$ cat config.mk
export PLATFORM = sky130hd
export DESIGN_NAME = team_01_wb_master
export DESIGN_NICKNAME = d
export VERILOG_FILES = /design/src/rtl/team_01_wb_master.sv
export SDC_FILE = /design/constraint.sdc
export NUM_CORES = 1
export LEC_CHECK = 0
export CORE_ASPECT_RATIO = 0.7
export CORE_MARGIN = 3
export CORE_UTILIZATION = 57
export DETAILED_ROUTE_END_ITERATION = 7
export DONT_BUFFER_PORTS = 1
export PLACE_DENSITY_LB_ADDON = 0.15
export SYNTH_ARGS = -nofsm -noshare
export SYNTH_HDL_FRONTEND = slang
export SYNTH_SLANG_ARGS = --single-unit
$ cat constraint.sdc
create_clock -name clk -period 6.34 [get_ports clk]
set_clock_uncertainty 0.1 [all_clocks]
set_input_delay 0.634 -clock clk [delete_from_list [all_inputs] [get_ports clk]]
set_output_delay 0.634 -clock clk [all_outputs]
set_load 0.005 [all_outputs]
$ cat src/rtl/team_01_wb_master.sv
// -----------------------------------------------------------------------------
// team_01_wb_master
//
// Single-outstanding Wishbone classic master. Turns one valid/ready request
// into one Wishbone cycle and returns a one-cycle response strobe. If no slave
// acknowledges within TIMEOUT_CYCLES cycles of CYC_O high, the cycle is
// aborted and the response carries rsp_err=1.
//
// Ports
//   clk, rst                  : clock, asynchronous active-high reset
//   req_valid/req_ready       : request handshake (accepted when both high)
//   req_we/addr/wdata/sel     : request attributes
//   rsp_valid/rsp_rdata/err   : one-cycle response, data/err held afterwards
//   ADR_O/DAT_O/SEL_O/WE_O    : Wishbone attributes, held between cycles
//   STB_O/CYC_O               : Wishbone qualifiers, high only in BUS
//   DAT_I/ACK_I               : Wishbone slave response
//
// Every output is a register or a decode of the state register, so there is
// no combinational path from req_* or ACK_I to any output.
// -----------------------------------------------------------------------------
module team_01_wb_master #(
  parameter int TIMEOUT_CYCLES = 255,
  parameter int TO_W           = 8
) (
  input  logic        clk,
  input  logic        rst,
  input  logic        req_valid,
  output logic        req_ready,
  input  logic        req_we,
  input  logic [31:0] req_addr,
  input  logic [31:0] req_wdata,
  input  logic [3:0]  req_sel,
  output logic        rsp_valid,
  output logic [31:0] rsp_rdata,
  output logic        rsp_err,
  output logic [31:0] ADR_O,
  output logic [31:0] DAT_O,
  output logic [3:0]  SEL_O,
  output logic        WE_O,
  output logic        STB_O,
  output logic        CYC_O,
  input  logic [31:0] DAT_I,
  input  logic        ACK_I
);

  typedef enum logic [1:0] {
    S_IDLE = 2'd0,
    S_BUS  = 2'd1,
    S_RESP = 2'd2
  } state_t;

  // Counter value seen in the last BUS cycle before abort; the counter starts
  // at 0 on the first BUS cycle, so it never needs to wrap.
  localparam logic [TO_W-1:0] TO_LAST = TO_W'(TIMEOUT_CYCLES - 1);

  state_t          r_state;
  state_t          w_next;
  logic [TO_W-1:0] r_cnt;
  logic            w_expire;

  assign w_expire = (r_cnt == TO_LAST);

  // NOTE: sequential state uses non-blocking assignments so every register
  // samples pre-edge values regardless of block ordering.
  always_ff @(posedge clk or posedge rst) begin
    if (rst) r_state <= S_IDLE;
    else     r_state <= w_next;
  end

  // NOTE: the default assignment first keeps this block latch-free even when a
  // branch below does not assign w_next.
  always_comb begin
    w_next = r_state;
    case (r_state)
      S_IDLE:  if (req_valid)           w_next = S_BUS;
      S_BUS:   if (ACK_I || w_expire)   w_next = S_RESP;
      S_RESP:                           w_next = S_IDLE;
      default:                          w_next = S_IDLE;
    endcase
  end

  // Bus attributes, timeout counter and response payload. ACK is tested before
  // expiry so an acknowledge on the final allowed cycle still succeeds.
  always_ff @(posedge clk or posedge rst) begin
    if (rst) begin
      ADR_O     <= '0;
      DAT_O     <= '0;
      SEL_O     <= '0;
      WE_O      <= 1'b0;
      r_cnt     <= '0;
      rsp_rdata <= '0;
      rsp_err   <= 1'b0;
    end else begin
      case (r_state)
        S_IDLE: begin
          if (req_valid) begin
            ADR_O <= req_addr;
            DAT_O <= req_wdata;
            SEL_O <= req_sel;
            WE_O  <= req_we;
            r_cnt <= '0;
          end
        end
        S_BUS: begin
          if (ACK_I) begin
            rsp_rdata <= WE_O ? 32'h0 : DAT_I;
            rsp_err   <= 1'b0;
          end else if (w_expire) begin
            rsp_rdata <= 32'h0;
            rsp_err   <= 1'b1;
          end else begin
            r_cnt <= r_cnt + 1'b1;
          end
        end
        default: ;
      endcase
    end
  end

  // Decoded from state only; reset forces IDLE, so CYC_O/STB_O fall at once.
  assign req_ready = (r_state == S_IDLE);
  assign CYC_O     = (r_state == S_BUS);
  assign STB_O     = (r_state == S_BUS);
  assign rsp_valid = (r_state == S_RESP);

endmodule

==> results.sh <==
export IMPL_min_path_type="in2async"
export IMPL_wl_per_cell_um=17.7
export IMPL_dieWidth_um=111
export IMPL_root_buffer="clkbuf_8"
export IMPL_p_sw_share_pct=35.3
export IMPL_syn_to_final_growth_pct=4.51
export IMPL_syn_inst=430
export IMPL_synthFlopType="dfrtp_1"
export IMPL_r2r_slack_ns=4.22
export IMPL_yosysTopAreaCellShare_pct=64.0
export IMPL_period_minus_slack_ns=2.12
export IMPL_grt_pass1_wl_um=14900
export IMPL_hold_violations=0
export IMPL_crit_arrival_ns=2.31
export IMPL_place_congestion=0.779
export IMPL_comb_power_share_pct=19.8
export IMPL_finalCritPeriodShare_pct=33.4
export IMPL_slew_limit_headroom_pct=23.6
export IMPL_fp_dieH_um=79.3
export IMPL_cts_hold_buf=0
export IMPL_final_cell_count_no_fill=523
export IMPL_cts_buffers=9
export IMPL_cp_required_ns=6.53
export IMPL_final_area_um2=4580
export IMPL_diodes=0
export IMPL_die_area_um2=8790
export IMPL_clockBufferDepth=2
export IMPL_criticalPathCategory="reg2reg"
export IMPL_grt_pass1_vias=2868
export IMPL_rows=26
export IMPL_totalWireLength_um=9250
export IMPL_crit_slowest_cell="nor3_4"
export IMPL_path_cells="nand2b_1 > nor3_4 > a22o_1"
export IMPL_nets=528
export IMPL_core_um2=7380
export IMPL_grt_max_degree=72
export IMPL_critPathMaxStageDelay_ns=0.91
export IMPL_postCtsSetupBuffers=0
export IMPL_postCtsResizedCells=0
export IMPL_synth_common_cells="nand2_1, dfrtp_1, a22o_1"
export IMPL_worstSetupStartpointType="flop"
export IMPL_whs_ns=0.113
export IMPL_cts_max_level=3
export IMPL_status="finished, final reports clean"
export IMPL_drtIter0Drc=222
export IMPL_grt_use_total_pct=21.4
export IMPL_routed_via_density=5.46
export IMPL_fmax_mhz=472
export IMPL_vias=2857
export IMPL_boundaryPins=211
export IMPL_end_kind="flop"
export IMPL_r2r_end="rsp_rdata[17]$_DFFE_PP0P_"
export IMPL_post_dp_cell_area_um2=4400
export IMPL_cts_clk_slew_worst_paths_ns=0.10
export IMPL_p_clk_share_pct=18.8
export IMPL_ir_worst_vdd_uv=200
export IMPL_p_int_w=0.00134
export IMPL_netlist_area_um2=4380
export IMPL_port_buffers=0
export IMPL_max_cap_violations=0
export IMPL_postSynth_asyncResetShare_pct=100
export IMPL_place_inst=508
export IMPL_drive_above_1_share_pct=7.76
export IMPL_finalSetupViolCount=0
export IMPL_synth_nets=537
export IMPL_hpwl_um=6450
export IMPL_drt_pass1_iter_count=4
export IMPL_grt_setup_unrepaired="no"
export IMPL_r2r_start="r_state[0]$_DFFE_PP0P_"
export IMPL_antenna_found_initial=0
export IMPL_synth_area_leader_cell="dfrtp_1"
export IMPL_leakagePower_nw=2.38
export IMPL_clock_latency_ns=0.36
export IMPL_ys_warn_count=0
export IMPL_reg2reg_depth=3
export IMPL_power_w=0.00207
export IMPL_gr_total_overflow=0
export IMPL_syn_avg_cell_area_um2=10.2
export IMPL_yosysMostFrequentCell="nand2_1"
export IMPL_power_frac_seq_pct=61.5
export IMPL_powerDensity_nw_per_um2=453
export IMPL_ys_types=34
export IMPL_synth_edf_count=0
export IMPL_clock_sinks=112
export IMPL_cts_tree="yes"
export IMPL_critPathMaxFanout=32
export IMPL_netSwitchingPower_w=0.000731
export IMPL_ys_ff_latch=112
export IMPL_worst_pin_slew_ns=1.14
export IMPL_ant_nets=0
export IMPL_synthTopCellsByArea="dfrtp_1, nand2_1, a22o_1"
export IMPL_slew_violations=0
export IMPL_finalSetupTns_ns=0
export IMPL_yosysSeqAreaShare_pct=64.0
export IMPL_start_util_pct=59.3
export IMPL_drc=0
==> worst max-delay path, delay by kind of cell, from the launching register on <==
family | cells | cell delay [ns]
AOI/OAI and AO/OA | 1 | 0.26
and+or+nand+nor | 2 | 1.15
DFF | 1 | 0.54
==> sequential cells by signal, summed over array words and instances, names as in the netlist <==
| register | flops |
|---|---|
| WE_O | 1 |
| r_cnt | 8 |
| rsp_err | 1 |
| r_state | 2 |
| DAT_O | 32 |
| rsp_rdata | 32 |
| ADR_O | 32 |
| SEL_O | 4 |
==> per-layer routing <==
| layer | global-route usage (%) | up-vias | wire length [um] |
|---|---|---|---|
| li1 | - | 1361 | - |
| met1 | 27.8 | 1361 | 3730 |
| met2 | 33.2 | 125 | 4560 |
| met3 | 9.14 | 10 | 879 |
| met4 | 6.40 | 0 | 79 |
| met5 | 0 | - | 0 |
==> power groups by stage <==
stage	sequential [W]	combinational (W)	clock, W
5_1_grt	0.00131	0.000480	0.000438
4_1_cts	0.00128	0.000416	0.000402
3_5_place_dp	0.00128	0.000424	0
6_report	0.00127	0.000410	0.000390
2_1_floorplan	0.00120	0.000374	0
3_3_place_gp	0.00129	0.000391	0
==> layout by cell type, fill, tap and decap left out, drive strengths merged <==
cell	count
a21oi	3
a22o	32
and2	2
and4b	1
buf	3
clkbuf	10
clkinv	2
dfrtp	112
ha	2
inv	9
mux2i	1
nand2	217
nand2b	2
nand3	5
nand4	1
nor2	4
nor2b	1
nor3	4
o211ai	3
o21ai	5
o21bai	1
o22a	3
o311ai	1
or4	1
==> final cells by class <==
class | instances | area, um^2
sequential | 112 | 2800
inverter | 6 | 25.0
tap | 98 | 123
fill | 604 | 2810
clock buffer | 10 | 138
timing repair buffer | 3 | 22.5
multi-input combinational | 289 | 1430
clock inverter | 5 | 40.0
==> worst max path at each step <==
stage / start / slack, ns / to
floorplan: rst / 2.65 / ADR_O[0]$_DFFE_PP0P_
global placement: r_state[0]$_DFFE_PP0P_ / 4.34 / rsp_rdata[16]$_DFFE_PP0P_
detailed placement: r_state[0]$_DFFE_PP0P_ / 4.27 / rsp_rdata[26]$_DFFE_PP0P_
CTS: r_state[0]$_DFFE_PP0P_ / 4.24 / STB_O
global route: r_state[0]$_DFFE_PP0P_ / 4.07 / rsp_rdata[9]$_DFFE_PP0P_
finish: r_state[0]$_DFFE_PP0P_ / 4.22 / rsp_rdata[17]$_DFFE_PP0P_
==> per-stage QoR <==
| stage | setup WS [ns] | utilization, % |
|---|---|---|
| after floorplan | 2.65 | - |
| after global routing | 4.07 | 62.0 |
| after global placement | 4.34 | 59.6 |
| after CTS | 4.24 | 62.0 |
| final | 4.22 | 62.0 |
| after detailed placement | 4.27 | 59.6 |
==> logic make-up after synthesis <==
family / Yosys count / synth area share, %
flip-flops: 112 / 64.0
AO/OA/AOI/OAI: 48 / 9.57
AND/OR/NAND/NOR: 238 / 22.0
adder cells (fa/ha/maj): 2 / 0.571
buffers and inverters: 29 / 3.66
multiplexers: 1 / 0.229
Power figures use the tool's default switching activity.
